--- src/rtl/mult_feeder.sv ---
// mult_feeder: operand-pair FIFO feeding a start/ready multiplier, holding each result until accepted.
// Define MULT_FEEDER_TIMEOUT_EN to abandon a pair after TIMEOUT cycles in WAIT and raise a sticky out_error.
module mult_feeder #(
    parameter int WIDTH   = 4,
    parameter int DEPTH   = 4,
    parameter int TIMEOUT = 32
) (
    input  logic                     clk_in,
    input  logic                     rst_in,
    input  logic                     in_valid,
    output logic                     in_ready,
    input  logic [WIDTH-1:0]         in_x,
    input  logic [WIDTH-1:0]         in_y,
    output logic                     mul_start,
    output logic [WIDTH-1:0]         mul_x,
    output logic [WIDTH-1:0]         mul_y,
    input  logic                     mul_ready,
    input  logic [2*WIDTH-1:0]       mul_product,
    output logic                     out_valid,
    input  logic                     out_ready,
    output logic [2*WIDTH-1:0]       out_product,
    output logic [$clog2(DEPTH):0]   count,
    output logic                     busy,
    output logic                     out_error
);
    localparam int AW = $clog2(DEPTH);
    localparam logic [AW:0] FULL = DEPTH[AW:0];

    typedef enum logic [1:0] {IDLE, ISSUE, WAIT, HOLD} state_t;

    state_t               state_q;
    logic [WIDTH-1:0]     x_mem_q [DEPTH];
    logic [WIDTH-1:0]     y_mem_q [DEPTH];
    logic [AW-1:0]        wr_ptr_q, rd_ptr_q;
    logic [AW:0]          count_q, count_d;
    logic                 push, pop;
    logic                 mul_start_q, out_valid_q;
    logic [WIDTH-1:0]     mul_x_q, mul_y_q;
    logic [2*WIDTH-1:0]   out_product_q;

    assign in_ready    = count_q < FULL;
    assign push        = in_valid && in_ready;
    // The head is popped on the edge that enters ISSUE, so mul_x/mul_y are valid during ISSUE.
    assign pop         = (count_q != '0) && (state_q == IDLE || (state_q == HOLD && out_ready));
    assign count_d     = count_q + {{AW{1'b0}}, push} - {{AW{1'b0}}, pop};
    assign count       = count_q;
    assign busy        = state_q != IDLE;
    assign mul_start   = mul_start_q;
    assign mul_x       = mul_x_q;
    assign mul_y       = mul_y_q;
    assign out_valid   = out_valid_q;
    assign out_product = out_product_q;

`ifdef MULT_FEEDER_TIMEOUT_EN
    localparam int TW = $clog2(TIMEOUT + 1);
    logic [TW-1:0] tmo_q;
    logic          err_q;
    assign out_error = err_q;
`else
    // Constant 0 for any legal TIMEOUT.
    assign out_error = TIMEOUT < 0;
`endif

    always_ff @(posedge clk_in) begin
        if (push) begin
            x_mem_q[wr_ptr_q] <= in_x;
            y_mem_q[wr_ptr_q] <= in_y;
        end
    end

    always_ff @(posedge clk_in) begin
        if (rst_in) begin
            state_q       <= IDLE;
            wr_ptr_q      <= '0;
            rd_ptr_q      <= '0;
            count_q       <= '0;
            mul_start_q   <= 1'b0;
            mul_x_q       <= '0;
            mul_y_q       <= '0;
            out_valid_q   <= 1'b0;
            out_product_q <= '0;
`ifdef MULT_FEEDER_TIMEOUT_EN
            tmo_q         <= '0;
            err_q         <= 1'b0;
`endif
        end else begin
            count_q     <= count_d;
            mul_start_q <= pop;
            if (push) wr_ptr_q <= wr_ptr_q + AW'(1);
            if (pop) begin
                rd_ptr_q <= rd_ptr_q + AW'(1);
                mul_x_q  <= x_mem_q[rd_ptr_q];
                mul_y_q  <= y_mem_q[rd_ptr_q];
            end
            case (state_q)
                IDLE: if (pop) state_q <= ISSUE;
                ISSUE: begin
                    state_q <= WAIT;
`ifdef MULT_FEEDER_TIMEOUT_EN
                    tmo_q   <= '0;
`endif
                end
                WAIT: begin
                    if (mul_ready) begin
                        out_product_q <= mul_product;
                        out_valid_q   <= 1'b1;
                        state_q       <= HOLD;
                    end
`ifdef MULT_FEEDER_TIMEOUT_EN
                    else if (tmo_q == TW'(TIMEOUT - 1)) begin
                        err_q   <= 1'b1;
                        state_q <= IDLE;
                    end else tmo_q <= tmo_q + TW'(1);
`endif
                end
                HOLD: begin
                    if (out_ready) begin
                        out_valid_q <= 1'b0;
                        state_q     <= pop ? ISSUE : IDLE;
                    end
                end
                default: state_q <= IDLE;
            endcase
        end
    end
endmodule
--- config.mk ---
export PLATFORM = sky130hd
export DESIGN_NAME = mult_feeder
export DESIGN_NICKNAME = d
export VERILOG_FILES = /design/src/rtl/mult_feeder.sv
export SDC_FILE = /design/constraint.sdc
export NUM_CORES = 1
export LEC_CHECK = 0
export ABC_AREA = 1
export CAP_MARGIN = 20
export CORE_MARGIN = 4
export CORE_UTILIZATION = 30
export CTS_BUF_LIST = sky130_fd_sc_hd__clkbuf_2 sky130_fd_sc_hd__clkbuf_4 sky130_fd_sc_hd__clkbuf_8
export CTS_CLUSTER_SIZE = 8
export DETAILED_ROUTE_END_ITERATION = 10
export HOLD_SLACK_MARGIN = 0.1
export PLACE_DENSITY = 0.52
export SLEW_MARGIN = 20
export SYNTH_ARGS = -nofsm -noshare
export SYNTH_HDL_FRONTEND = slang
export SYNTH_SLANG_ARGS = --single-unit
--- constraint.sdc ---
create_clock -name clk_in -period 2.1 [get_ports clk_in]
set_input_delay 0.42 -clock clk_in [delete_from_list [all_inputs] [get_ports clk_in]]
set_output_delay 0.42 -clock clk_in [all_outputs]
set_load 0.02 [all_outputs]
==> out/summary.txt, run 1 <==
Crit. End Element: flop
Port Buf Inserts: 43
Pre-CTS setup slack: -211 ps
CP Data Arrival Time: 2220 ps
DR WL/cell: 12.5 µm
Layout cell share with drive strength beyond 1: 16.4%
Worst path max stage delay: 510 ps
Number of flops mapped to enable cells by yosys: 32
Fin worst setup slack: 104 ps
CP required: 2320 ps
Slowest cell on crit path: fa_2
Final min period: 2000 ps
# rows: 32
Flop and latch count out of synthesis: 59
Final hold viol count: 0
DP HPWL: 3460 µm
Layout area overhead: 32.8%
Initial DRC count: 51
Met2 Usage GRT: 16.7%
Drt first pass iters: 4
Max IR drop VDD: 0.469 mV
Clock Sinks: 59
Hold Crit Class: reg2reg
CTS tree: done
Post-route DRC: 0
Worst reg2reg path depth: 12
Io pins: 45
Core ar.: 7810 µm²
Yosys warns: 0
ANT nets after route: 0
TritonCTS buffer count: 9
Syn Area/Cell: 10.3 µm²
Routed vias: 1,717
Worst Hold Path EP: out_valid$_SDFFE_PP0P_
HP Start: out_valid$_SDFFE_PP0P_
Max cap viols: 0
CTS H-Tree Depth: 3
Crit-path max FO: 4
Cts hold-fix bufs: 0
Clock skew: 8.17 ps
Unrepaired setup endpoints after global routing: false
Overflow after GRT: 0
Pwr dens: 1280 nW/µm²
Post-synth top cells: nor2_1 (58), o21ai_0 (33), edfxtp_1 (32), dfxtp_1 (27), inv_1 (21)
Initial antenna violation count: 0
Initial Utilization: 31.1%
Status: completed
CP cell instances: inv_2 > ha_2 > inv_2 > nand2_2 > nand2_2 > inv_2 > ha_1 > inv_1 > ha_2 > inv_1 > fa_2 > nor2_1
Gr usage total: 11.0%
Final setup fails: 0
RD Place Congestion: 0.720
Top_reg_cell synth: edfxtp_1
Post-Syn Instances: 235
Die area: 9590 µm²
Final Cell Area: 3220 µm²
DR vias/cell: 4.28
Async SR Flop Fraction: 0%
Largest net degree at the start of global routing: 23
Finished Layout Cells: 401
Worst r2r dst: count[1]$_SDFF_PP0_
Unique masters post-synth: 28
Sequential fraction of the synthesis area: 61.9%
Antenna Diode Count: 0
Root Buffer: clkbuf_8
First-pass GRT wire length: 8090 µm
FMAX: 501 MHz
GRT busiest layer: met2
Dominant cells by area after synthesis: edfxtp_1 (40%), dfxtp_1 (22%), nor2_1 (9.0%), o21ai_0 (6.8%), ha_1 (5.2%)
WL final: 5020 µm
Hold depth: 2
Met1 Use GR: 13.2%
LEAKAGE: 1.24 nW
Synth area leader: edfxtp_1
Number of nets produced by synthesis: 267
Setup crit start kind: flop
Vias in the first global route: 1,651
FF-to-FF setup slack: 100 ps
Period utilization: 95.0%
Dpl cells: 385
Synth Cell Area: 2430 µm²
Chip height: 98.0 µm
Deepest clock path buffer count: 2
Clock Latency Late Sink: 330 ps
Placed Area: 3020 µm²
Top-count cell post-synth: nor2_1
Buf/Inv on CP: 5
Layout Nets: 326
CTS clock-pin slew for the worst setup and hold paths: 70 ps
Fin. max-slew vios: 0
Met3 GRT Util: 5.50%
Critical path class: reg2reg
R2r startpoint: state_q[0]$_SDFFE_PP0P_
Most frequent CP cell: inv_2
Top-area cell type share of the netlist area: 39.6%
Top Family by Delay on Critical Path: adder cells
Chip width: 98.0 µm
## cells in the final DEF (no fill, tap or decap), types with 3 or more instances in the layout
cell | netlist | routed
ha_2 | 0 | 3
dfxtp_1 | 27 | 25
o21ai_1 | 5 | 5
nand2_2 | 3 | 3
inv_1 | 21 | 17
nand2_1 | 10 | 10
a21oi_1 | 6 | 6
inv_2 | 2 | 6
o21ai_0 | 33 | 33
edfxtp_1 | 32 | 32
clkinv_2 | 0 | 3
nand3_1 | 3 | 3
o22ai_1 | 8 | 8
clkdlybuf4s50_1 | 0 | 42
ha_1 | 10 | 7
clkbuf_8 | 0 | 9
nor2_1 | 58 | 58
buf_4 | 2 | 13
## through the flow
step	hold slack [ps]	power, mW	TNS (ps)	utilization, %
4_1_cts	479	4.17	0	41.1
3_3_place_gp	467	3.14	-268	38.7
6_report	480	4.12	0	41.3
5_1_grt	510	4.43	0	41.3
3_5_place_dp	470	3.17	-365	38.7
2_1_floorplan	463	2.60	0	-
## cells by family after synthesis
kind of cell | synth area share (%)
AO/OA/AOI/OAI | 11.8
XOR/XNOR | 0.361
AND/OR/NAND/NOR | 13.2
flip-flops | 61.9
buffers and inverters | 6.60
other | 0.154
adder cells (fa/ha/maj) | 5.98
## metal layers
| metal | up-vias | part of all wire [%] |
|---|---|---|
| met5 | - | 0 |
| met4 | 0 | 0.72 |
| met3 | 2 | 6.7 |
| met2 | 46 | 46 |
| met1 | 772 | 47 |
| li1 | 897 | - |
## what timing repair did
action                                  CTS  global route
endpoints found under the setup margin    2             2
gates resized for setup                   1            10
pin swaps                                 0             1
buffers inserted                          0             0
## where the power goes
part / internal [mW] / total (mW) / switching (mW)
Clock: 0.542 / 0.986 / 0.444
Combinational: 0.660 / 1.56 / 0.901
Sequential: 1.44 / 1.57 / 0.134
## state kept, by name, summed over array words and instances (netlist names)
signal and flops:
count 3, mul_start 1, mul_x 4, mul_y 4, out_product 8, out_valid 1, rd_ptr_q 2, state_q 2
wr_ptr_q 2, x_mem_q 16, y_mem_q 16
## worst min-delay path, delay by kind of cell, from the launching register on
kind               cells  cell delay (ps)
DFF                    1              310
AOI/OAI and AO/OA      2              120
## area by class of cell
type,instances,area (µm²)
fill,766,4580
sequential,59,1510
multi-input combinational,144,776
timing repair buffer,56,527
tap,102,128
clock buffer,9,124
inverter,24,95.1
clock inverter,7,68.8
## worst max-delay path by stage
stage                                  from                   to  slack (ps)  cells after the start
global placement                  out_ready  count[2]$_SDFF_PP0_        -150                     13
detailed placement                out_ready  count[2]$_SDFF_PP0_        -210                     13
CTS                 state_q[0]$_SDFFE_PP0P_  count[2]$_SDFF_PP0_           1                     14
floorplan           state_q[0]$_SDFFE_PP0P_  count[2]$_SDFF_PP0_          20                     14
global route        state_q[0]$_SDFFE_PP0P_  count[2]$_SDFF_PP0_           8                     14
finish              state_q[0]$_SDFFE_PP0P_  count[1]$_SDFF_PP0_         100                     12
Note: power is estimated with default switching activity, not from simulation.
==> run 2: changes to the inputs <==
--- a/config.mk
+++ b/config.mk
@@ -10,10 +10,11 @@
 export CORE_MARGIN = 4
 export CORE_UTILIZATION = 30
 export CTS_BUF_LIST = sky130_fd_sc_hd__clkbuf_2 sky130_fd_sc_hd__clkbuf_4 sky130_fd_sc_hd__clkbuf_8
-export CTS_CLUSTER_SIZE = 8
+export CTS_CLUSTER_SIZE = 25
 export DETAILED_ROUTE_END_ITERATION = 10
 export HOLD_SLACK_MARGIN = 0.1
 export PLACE_DENSITY = 0.52
+export SKIP_CTS_REPAIR_TIMING = 1
 export SLEW_MARGIN = 20
 export SYNTH_ARGS = -nofsm -noshare
 export SYNTH_HDL_FRONTEND = slang
==> run 2 against run 1 <==
  * Fmax decreased by 0.11%
  * Worst hold slack unchanged
  * Clock power hardly changed
  * Utilization about the same
  * Count of clock-buffer cells in the layout unchanged
  * Combinational power about the same
  * Critical endpoint unchanged
==> out/summary.txt, run 2 (same netlist as run 1, synthesis figures left out) <==
Overflow after GRT: 0 (unchanged)
Chip width: 98.0 µm (unchanged)
Max IR drop VDD: 0.469 mV (about the same)
HP Start: out_valid$_SDFFE_PP0P_
Deepest clock path buffer count: 2 (unchanged)
Chip height: 98.0 µm (unchanged)
Port Buf Inserts: 43 (unchanged)
Initial Utilization: 31.1% (unchanged)
Final setup fails: 0 (unchanged)
Layout area overhead: 32.9% (about the same)
Finished Core Util: 41.3% (about the same)
Routed vias: 1,718 (+0.058%)
Pwr dens: 1280 nW/µm² (+0.16%)
DR vias/cell: 4.28 (about the same)
Core ar.: 7810 µm² (unchanged)
Commonest non-fill, non-tap cell in the layout: nor2_1
CP cell instances: inv_2 > ha_2 > inv_2 > nand2_2 > nand2_2 > inv_2 > ha_1 > inv_1 > ha_2 > inv_1 > fa_2 > nor2_1
Layout cell share with drive strength beyond 1: 16.4% (unchanged)
Initial antenna violation count: 0 (unchanged)
Unrepaired setup endpoints after global routing: false
Hold Slack: 480 ps (unchanged)
Post-route DRC: 0 (unchanged)
Dpl cells: 385 (unchanged)
First-pass GRT wire length: 8090 µm (unchanged)
DR WL/cell: 12.5 µm (about the same)
Critical path startpoint: state_q[0]$_SDFFE_PP0P_
Clock Sinks: 59 (unchanged)
RD Place Congestion: 0.720 (unchanged)
Hold Crit Class: reg2reg
Die area: 9590 µm² (unchanged)
Crit-path max FO: 4 (unchanged)
Setup TNS: 0 ps (unchanged)
Gr usage total: 11.0% (unchanged)
Layout Nets: 326 (unchanged)
Most frequent CP cell: inv_2
Drt first pass iters: 4 (unchanged)
Period utilization: 95.1% (+0.10 points)
Io pins: 45 (unchanged)
Initial DRC count: 51 (unchanged)
Clock skew: 8.17 ps (unchanged)
CP required: 2320 ps (about the same)
Fin. max-slew vios: 0 (unchanged)
Fillers: 765 (-0.13%)
ANT nets after route: 0 (unchanged)
TritonCTS buffer count: 9 (unchanged)
Status: completed
FF/Latch Area: 1510 µm² (unchanged)
Max cap viols: 0 (unchanged)
Slowest cell on crit path: fa_2
Final hold viol count: 0 (unchanged)
Finished Layout Cells: 401 (unchanged)
Final min period: 2000 ps (+2.20 ps)
Clock Latency Late Sink: 330 ps (about the same)
Largest net degree at the start of global routing: 23 (unchanged)
CP Data Arrival Time: 2220 ps (about the same)
CTS tree: done
WL final: 5020 µm (about the same)
Root Buffer: clkbuf_8
# rows: 32 (unchanged)
Worst path max stage delay: 510 ps (about the same)
Vias in the first global route: 1,651 (unchanged)
Critical path class: reg2reg
Crit. End Element: flop
Setup crit start kind: flop
Antenna Diode Count: 0 (unchanged)
DP HPWL: 3460 µm (unchanged)
R2r startpoint: state_q[0]$_SDFFE_PP0P_
FMAX: 501 MHz (-0.11%)
Most frequent cells in the layout: nor2_1 (58), clkdlybuf4s50_1 (43), o21ai_0 (33), edfxtp_1 (32), dfxtp_1 (25)
LEAKAGE: 1.23 nW (-0.17%)
Area of the multi-input gates: 776 µm² (unchanged)
CTS H-Tree Depth: 3 (unchanged)
CTS clock-pin slew for the worst setup and hold paths: 70 ps (about the same)
## run 2: report_power, final
group | switching [mW] | total [mW] | internal [mW]
clock network | 0.444 | 0.986 | 0.542
registers | 0.134 | 1.57 | 1.44
logic | 0.902 | 1.57 | 0.667
## run 2: layer usage
layer  track usage, %  wire length, µm  vias up  part of all wire, %
met5                0                0        -                    0
met1             13.2             2360      772                   47
met4             4.47               36        0                 0.72
met2             16.7             2280       46                   45
met3             5.50              336        2                  6.7
li1                 -                -      898                    -
## run 2: area by class of cell
class	count	area share, %
Inverter	24	2.95
Multi-Input combinational cell	144	24.0
Tap cell	102	3.96
Timing Repair Buffer	56	16.4
Clock buffer	9	3.84
Clock inverter	7	2.13
Sequential cell	59	46.7
## run 2: final timing paths
check | to | slack, ps | cells after the start
hold / removal | out_valid$_SDFFE_PP0P_ | 480 | 2
hold reg to reg | out_valid$_SDFFE_PP0P_ | 480 | 2
setup reg to reg | count[1]$_SDFF_PP0_ | 100 | 12
setup / recovery | count[1]$_SDFF_PP0_ | 100 | 12
## run 2: metrics by stage
step | area (µm²) | power, mW | setup slack, ps
floorplan | 2430 | 2.60 | 24.9
global placement | 3020 | 3.14 | -152
detailed placement | 3020 | 3.17 | -211
CTS | 3210 | 4.17 | -15.2
global route | 3230 | 4.44 | 5.25
finish | 3230 | 4.13 | 102
## run 2: worst max-delay path: cells and delay by family, from the launching register on
kind	cells	cell delay, ps
buf+inv	5	250
simple gates	3	170
flops	1	370
fa+ha+maj	4	1110
==> run 3: changes to the inputs <==
--- a/config.mk
+++ b/config.mk
@@ -8,12 +8,12 @@
 export ABC_AREA = 1
 export CAP_MARGIN = 20
 export CORE_MARGIN = 4
-export CORE_UTILIZATION = 30
+export CORE_UTILIZATION = 48
 export CTS_BUF_LIST = sky130_fd_sc_hd__clkbuf_2 sky130_fd_sc_hd__clkbuf_4 sky130_fd_sc_hd__clkbuf_8
 export CTS_CLUSTER_SIZE = 25
 export DETAILED_ROUTE_END_ITERATION = 10
 export HOLD_SLACK_MARGIN = 0.1
-export PLACE_DENSITY = 0.52
+export PLACE_DENSITY = 0.76
 export SKIP_CTS_REPAIR_TIMING = 1
 export SLEW_MARGIN = 20
 export SYNTH_ARGS = -nofsm -noshare
==> run 3 against run 2 <==
  * Non-clock buffer count fell by 2
  * Global-route usage up 5.6 points
  * Critical path depth fell by 8
  * Critical path type is now reg2out
  * Critical endpoint is now busy
  * Largest power group unchanged
  * Highest routed layer unchanged
==> out/summary.txt, run 3 (same netlist as run 1, synthesis figures left out) <==
Switching Fraction: 35.5% (-0.39 points)
CP cell instances: inv_2 > ha_2 > inv_2 > clkdlybuf4s50_1
Crit-path max FO: 4 (unchanged)
Die area: 6260 µm² (-35%)
Antenna Diode Count: 0 (unchanged)
Clock power frac: 22.5% (-1.4 points)
DR WL/cell: 13.0 µm (+3.6%)
Chip width: 79.1 µm (-19%)
Commonest non-fill, non-tap cell in the layout: nor2_1
CTS tree: done
# rows: 25 (-22%)
Pwr dens: 1270 nW/µm² (-0.55%)
TritonCTS buffer count: 9 (unchanged)
Final min period: 1990 ps (-8.87 ps)
Layout area overhead: 29.6%
Period utilization: 94.7% (-0.42 points)
Max IR drop VDD: 0.571 mV (+22%)
Initial antenna violation count: 0 (unchanged)
Hold Slack: 474 ps (-5.22 ps)
Sequential share of power: 39.6% (+1.5 points)
Worst path max stage delay: 600 ps (+90 ps)
WL final: 4720 µm (-5.9%)
Overflow after GRT: 0 (unchanged)
Setup TNS: 0 ps (unchanged)
Setup crit start kind: flop
Fin worst setup slack: 111 ps (+8.87 ps)
Int Pwr: 2.58 mW (-2.4%)
CP Data Arrival Time: 1570 ps (-650 ps)
RD Place Congestion: 0.766 (+6.4%)
Core ar.: 4820 µm² (-38%)
Post-route DRC: 0 (unchanged)
CTS H-Tree Depth: 3 (unchanged)
LEAKAGE: 1.23 nW (-0.35%)
Final Power: 4.00 mW (-3.0%)
Crit. End Element: primary output
Status: completed
Critical path class: reg2out
Combinational Power Share: 37.9% (about the same)
Clock Latency Late Sink: 330 ps (about the same)
Routed vias: 1,770 (+3.0%)
Fillers: 422 (-45%)
Initial Utilization: 50.4% (+19 points)
Port Buf Inserts: 43 (unchanged)
Clock skew: 4.30 ps (-3.88 ps)
First-pass GRT wire length: 7850 µm (-2.9%)
Largest net degree at the start of global routing: 23 (unchanged)
CTS clock-pin slew for the worst setup and hold paths: 60 ps (about the same)
Max cap viols: 0 (unchanged)
Root Buffer: clkbuf_8
Slowest cell on crit path: clkdlybuf4s50_1
ANT nets after route: 0 (unchanged)
Chip height: 79.1 µm (-19%)
Finished Core Util: 65.3% (+24 points)
Vias in the first global route: 1,726 (+4.5%)
Initial DRC count: 58 (+14%)
DP HPWL: 3290 µm (-4.8%)
CP required: 1680 ps (-640 ps)
Clock Sinks: 59 (unchanged)
Gr usage total: 16.6% (+5.6 points)
Most frequent CP cell: inv_2
Final setup fails: 0 (unchanged)
Layout cell share with drive strength beyond 1: 15.2% (-1.2 points)
Psw: 1.42 mW (-4.0%)
Layout Nets: 324 (-0.61%)
Fin. max-slew vios: 0 (unchanged)
Io pins: 45 (unchanged)
DR vias/cell: 4.86 (+13%)
Deepest clock path buffer count: 2 (unchanged)
Hold Crit Class: reg2reg
Final hold viol count: 0 (unchanged)
Drt first pass iters: 4 (unchanged)
FMAX: 503 MHz (+0.45%)
Most frequent cells in the layout: nor2_1 (58), clkdlybuf4s50_1 (43), o21ai_0 (32), edfxtp_1 (32), dfxtp_1 (25)
Pre-CTS setup slack: -172 ps (+39.0 ps)
==> run 3: cell count changes in the layout (fill, tap and decap cells not counted), sizes merged <==
| cell | before | now |
|---|---|---|
| clkbuf | 9 | 13 |
| buf | 13 | 11 |
| bufinv | 1 | 0 |
| clkinv | 4 | 3 |
| clkinvlp | 2 | 0 |
==> run 3: final timing paths <==
kind | to | startpoint | slack, ps | depth (start not counted)
min | out_valid$_SDFFE_PP0P_ | out_valid$_SDFFE_PP0P_ | 470 | 2
max | busy | state_q[0]$_SDFFE_PP0P_ | 110 | 4
max reg2reg | count[1]$_SDFF_PP0_ | state_q[0]$_SDFFE_PP0P_ | 120 | 11
min reg2reg | out_valid$_SDFFE_PP0P_ | out_valid$_SDFFE_PP0P_ | 470 | 2
==> run 3: metrics by stage <==
step	cell area, µm²	std cells
6_report	3150	364
5_1_grt	3150	364
4_1_cts	3130	363
3_5_place_dp	2950	347
3_3_place_gp	2950	347
2_1_floorplan	2430	235
==> run 3: worst max-delay path, delay by kind of cell, from the launching register on <==
kind	cells	cell delay, ps
adders and majority gates	1	180
buffers and inverters	3	710
DFF	1	360
==> run 3: metal layers <==
layer	wire length (µm)	global-route usage (%)	share of wire [%]	vias up
met4	59	8.25	1.2	0
met1	2180	20.3	46	824
met3	295	5.33	6.2	7
met2	2190	26.3	46	43
li1	-	-	-	896
met5	0	0	0	-
==> run 3: power by group through the flow <==
stage | Clock (mW) | Combinational [mW] | Sequential [mW]
3_3_place_gp | 0 | 1.46 | 1.59
5_1_grt | 1.00 | 1.71 | 1.62
6_report | 0.901 | 1.52 | 1.59
2_1_floorplan | 0 | 0.927 | 1.68
3_5_place_dp | 0 | 1.50 | 1.60
4_1_cts | 0.926 | 1.50 | 1.58
==> run 3: area by class of cell <==
| cell class | count | area (µm²) | area share (%) |
|---|---|---|---|
| flip-flops and latches | 59 | 1510 | 47.9 |
| multi-input cells | 144 | 773 | 24.6 |
| clock buffers | 13 | 160 | 5.09 |
| clock inverters | 3 | 15.0 | 0.477 |
| repair buffers | 54 | 513 | 16.3 |
| inverters | 24 | 95.1 | 3.02 |
| well taps | 67 | 83.8 | 2.66 |
==> edit 1, RTL diff (settings of run 1) <==
Build with the macro `MULT_FEEDER_TIMEOUT_EN` defined.
--- a/src/rtl/mult_feeder.sv
+++ b/src/rtl/mult_feeder.sv
@@ -1,5 +1,7 @@
 // mult_feeder: operand-pair FIFO feeding a start/ready multiplier, holding each result until accepted.
 // Define MULT_FEEDER_TIMEOUT_EN to abandon a pair after TIMEOUT cycles in WAIT and raise a sticky out_error.
+`define MULT_FEEDER_TIMEOUT_EN
+
 module mult_feeder #(
     parameter int WIDTH   = 4,
     parameter int DEPTH   = 4,
Function: same outputs for any inputs over 10 cycles, from zero or initial values and one cycle with rst_in high; that may be too few to reach the edited logic, so the function may still have changed.
==> edit 1 against run 1 <==
Sequential power increased by 12%. Synthesized area increased by 14%. Worst hold slack got worse by 59 ps. Final area increased by 13%. Worst setup slack improved by 120 ps. Wire length increased by 19%. Total power increased by 19%. Sequential cell count increased by 7. Sequential share of layout area decreased by 1.6 points. Global-route usage increased by 0.76 points. Clock power increased by 39%. Critical endpoint unchanged. Largest cell class unchanged.
==> edit 1: results (changes against run 1) <==
Final layout
  • Layout Nets: 381 (was 326)
  • # fillers: 864 (was 766)
  • Share of layout cells above drive strength 1: 0.134 (was 0.164)
  • Antenna cell count: 0 (unchanged)

Power and ir drop
  • Maximum vdd drop: 691 uV (was 469 uV)
  • Leakage: 1.40 nW (was 1.24 nW)

STA
  • Setup skew after layout: 7.13 ps (was 8.17 ps)

Synthesis
  • Synth Flop Type: dfxtp_1 (was edfxtp_1)
  • Synth area leaders: edfxtp_1, dfxtp_1, nor2_1 (unchanged)
  • Synth unique cells: 26 (was 28)
  • Post-synthesis sequential area ratio: 0.593 (was 0.619)
  • Synthesized Nets: 325 (was 267)
  • Syn Inst Count: 296 (was 235)
  • Most frequent cells after synthesis: nor2_1, dfxtp_1, nand2_1 (was nor2_1, o21ai_0, edfxtp_1)

Detailed routing
  • Routed via count: 2090 (was 1717)
  • Routed len/inst: 12.9 um (was 12.5 um)
  • Number of DRC markers in iteration 0: 118 (was 51)
  • Vias/cell: 4.49 (was 4.28)
  • Iteration count of the initial detailed-routing pass: 4 (unchanged)

Worst setup path
  • Worst EP arrival: 2100 ps (was 2220 ps)
  • Worst-path fanout max: 4 (unchanged)

Placement
  • IO buf count: 44 (was 43)
  • GPL Wtd Cong: 0.723 (was 0.720)
  • Placed Instances: 449 (was 385)
  • Hpwl dp: 4030 um (was 3460 um)

GRT
  • Overall routing resource usage: 0.117 (was 0.110)
  • Global-route wire length before repair: 10100 um (was 8090 um)
  • Vias in the first global route: 2025 (was 1651)
  • Largest net degree at the start of global routing: 21 (was 23)

Min path
  • HP Class: in2reg (was reg2reg)

Run status
  • Status: completed (unchanged)
-- edit 1: worst register-to-register path, stage by stage (launching register included) --
cell and delay [ps]:
dfxtp_4 360, nand2_2 70, inv_2 40, nand2_2 70, nand2_2 50, nand2_2 60, clkinv_2 60, ha_1 260
inv_1 60, ha_1 130, inv_1 50, fa_2 510, nor2_1 40
-- edit 1: path summary, 6_finish.rpt --
check                                        startpoint                     end  slack, ps  depth (start not counted)
worst min-delay path                          out_ready  out_valid$_SDFFE_PP0P_        420                          4
worst max register to register  state_q[1]$_SDFFE_PP0P_     count[1]$_SDFF_PP0_        220                         12
worst max-delay path            state_q[1]$_SDFFE_PP0P_     count[1]$_SDFF_PP0_        220                         12
worst min register to register   out_valid$_SDFFE_PP0P_  out_valid$_SDFFE_PP0P_        460                          2
-- edit 1: layer usage --
metal	GRT usage	part of all wire	vias up
met3	0.0211	0.026	11
met2	0.176	0.46	30
met5	0	0	-
met1	0.159	0.49	954
li1	-	-	1095
met4	0.0665	0.024	0
-- edit 1: timing repair --
action                                 CTS  global route
setup endpoints to repair                0             1
resized for setup                        0            11
endpoints found under the hold margin    0             0
-- edit 1: area by class of cell --
| class | count | area [um^2] | area share |
|---|---|---|---|
| sequential | 66 | 1650 | 0.451 |
| inverter | 28 | 106 | 0.0291 |
| clock inverter | 6 | 129 | 0.0353 |
| multi-input combinational | 191 | 967 | 0.265 |
| tap | 108 | 135 | 0.0370 |
| clock buffer | 10 | 131 | 0.0360 |
| timing repair buffer | 56 | 533 | 0.146 |
-- edit 1: logic make-up (layout without fill, tap and decap cells) --
| group | Yosys count | count (layout) | share of synthesized area |
|---|---|---|---|
| DFF | 66 | 66 | 0.593 |
| adders and majority gates | 8 | 8 | 0.0388 |
| and+or+nand+nor | 120 | 120 | 0.183 |
| AOI/OAI and AO/OA | 60 | 60 | 0.114 |
| buffers and inverters | 39 | 100 | 0.0619 |
| xor gates and xnor gates | 3 | 3 | 0.00949 |
-- edit 1: stage by stage --
| stage | area (um^2) | setup TNS (ps) | setup slack, ps |
|---|---|---|---|
| finish | 3650 | 0 | 224 |
| global route | 3650 | 0 | 46.3 |
| CTS | 3630 | 0 | 92.9 |
| detailed placement | 3370 | -417 | -247 |
| global placement | 3370 | -351 | -209 |
| floorplan | 2770 | 0 | 11.5 |
-- edit 1: power by group --
part | switching [mW] | internal (mW)
logic | 1.04 | 0.712
registers | 0.159 | 1.60
clock network | 0.458 | 0.916
total | 1.66 | 3.23
==> edit 2, RTL diff (config.mk and constraints of run 1) <==
Without the edit above. Reset style: asynchronous (`rst_in`), changed in one clocked block.
--- a/src/rtl/mult_feeder.sv
+++ b/src/rtl/mult_feeder.sv
@@ -68,7 +68,7 @@
         end
     end
 
-    always_ff @(posedge clk_in) begin
+    always_ff @(posedge clk_in or posedge rst_in) begin
         if (rst_in) begin
             state_q       <= IDLE;
             wr_ptr_q      <= '0;
Formal check against the unedited RTL: differs if rst_in is asserted again (counterexample within 4 cycles, from zero or initial values and one cycle with rst_in high); with rst_in held inactive, the same outputs for 10 cycles.
==> edit 2 against run 1 <==
Sequential cell count is the same. Core utilization shrank 1.4 points. Critical path depth is the same. Synthesized cell count shrank 6.4%. Wire length shrank 4.3%. Highest routed layer unchanged. Total power grew 18%. Final area grew 1.8%. Worst setup slack gained 4.2 ps. Synthesized area grew 4.3%. Maximum frequency grew 0.21%. Sequential power grew 17%. Largest power group is now combinational logic. Clock skew shrank 0.58 ps.
==> edit 2: results (changes against run 1) <==
GRT
  • Global-route wire length before repair: 7800 um (was 8090 um)
  • Initial antenna violation count: 0 (unchanged)
  • Largest net degree at the start of global routing: 28 (was 23)
  • Overall routing resource usage: 0.105 (was 0.110)

Worst setup path
  • Crit path max-delay family: adder cells (unchanged)
  • Slowest cell delay on critical path: 410 ps (was 510 ps)
  • Worst setup endpoint: count[2]$_DFF_PP0_ (was count[1]$_SDFF_PP0_)
  • CP max-delay cell: dfrtp_1 (was fa_2)
  • Crit path from: state_q[0]$_DFFE_PP0P_ (was state_q[0]$_SDFFE_PP0P_)
  • Worst EP arrival: 2210 ps

Clock network
  • CTS buffer count: 9 (unchanged)
  • Clk root buf: clkbuf_8 (unchanged)
  • Clock slew at reported path FFs: 70 ps (about the same)
  • Htree depth: 3 (unchanged)
  • Postcts setup bufs: 0 (unchanged)
  • # resized after CTS: 1 (unchanged)

Placement
  • IO buf count: 43 (unchanged)
  • Placed cell areas: 3130 um^2 (was 3020 um^2)
  • Placed Instances: 374 (was 385)
  • Hpwl dp: 3420 um (was 3460 um)
  • GPL Wtd Cong: 0.700 (was 0.720)

Detailed routing
  • Routed via count: 1631 (was 1717)
  • Routed len/inst: 12.3 um (was 12.5 um)
  • Number of DRC markers in iteration 0: 62 (was 51)

Power and ir drop
  • Leakage: 1.38 nW (was 1.24 nW)
  • Total power: 4.88 mW (was 4.12 mW)
  • Sequential Power Share: 0.376 (was 0.382)
  • Maximum vdd drop: 797 uV (was 469 uV)
  • Switch Pwr: 1.86 mW (was 1.48 mW)
  • Power in the clock group: 0.821 mW (was 0.986 mW)

STA
  • Worst-case hold slack: 446 ps (was 480 ps)
  • Setup skew after layout: 7.60 ps (was 8.17 ps)

Synthesis
  • Synth area leaders: edfxtp_1, dfrtp_1, nor2_1 (was edfxtp_1, dfxtp_1, nor2_1)
  • Yosys warnings: 0 (unchanged)
  • EDFF count, synth: 32 (unchanged)
  • Post-synth ARST share: 0.458 (was 0)
  • Synthesized Nets: 252 (was 267)
  • Compound-Gate Fraction of Synth Area: 0.0425 (was 0.118)
  • Synth unique cells: 24 (was 28)
  • Most frequent cells after synthesis: nor2_1, nand2_1, edfxtp_1 (was nor2_1, o21ai_0, edfxtp_1)
  • Adder-cell share of the synthesized area: 0.0573 (was 0.0598)
  • Post-Synth XOR/XNOR Area: 0.0168 (was 0.00361)
  • Syn_area_per_cell: 11.5 um^2 (was 10.3 um^2)
  • Post-synthesis sequential area ratio: 0.647 (was 0.619)
  • Multiplexer area fraction after synthesis: 0.0356 (was 0)

Run status
  • Status: completed (unchanged)

Min path
  • HP Class: in2async (was reg2reg)

Final layout
  • Layout Nets: 312 (was 326)
  • Post-Layout Cell Count: 390 (was 401)
  • # fillers: 798 (was 766)
  • Share of layout cells above drive strength 1: 0.158 (was 0.164)
[edit 2: cell types whose count changed after synthesis, moves of 3 or more]
cell	change
nand2_1	+29
dfrtp_1	+27
dfxtp_1	-27
o21ai_0	-24
nor2_1	-16
mux2_2	+8
o22ai_1	-8
a21oi_1	-4
o21ai_1	+4
inv_1	-3
[edit 2: final cells by class]
class,count,area (um^2),share of cell area
Sequential cell,59,1640,0.499
Multi-Input combinational cell,136,767,0.234
Timing Repair Buffer,54,512,0.156
Clock buffer,10,131,0.0400
Tap cell,105,131,0.0400
Inverter,20,80.1,0.0244
Clock inverter,6,23.8,0.00724
[edit 2: stage by stage]
step | setup TNS, ps | setup WS, ps
floorplan | 0 | 23.8
global placement | -237 | -125
detailed placement | -297 | -151
CTS | 0 | 82.6
global route | -5.16 | -5.16
finish | 0 | 109
[edit 2: metal layers]
metal  vias up  part of all wire  GRT usage
met5         -                 0          0
met2        24              0.51      0.169
met3         9             0.032     0.0341
li1        830                 -          -
met1       768              0.43      0.122
met4         0             0.026     0.0599
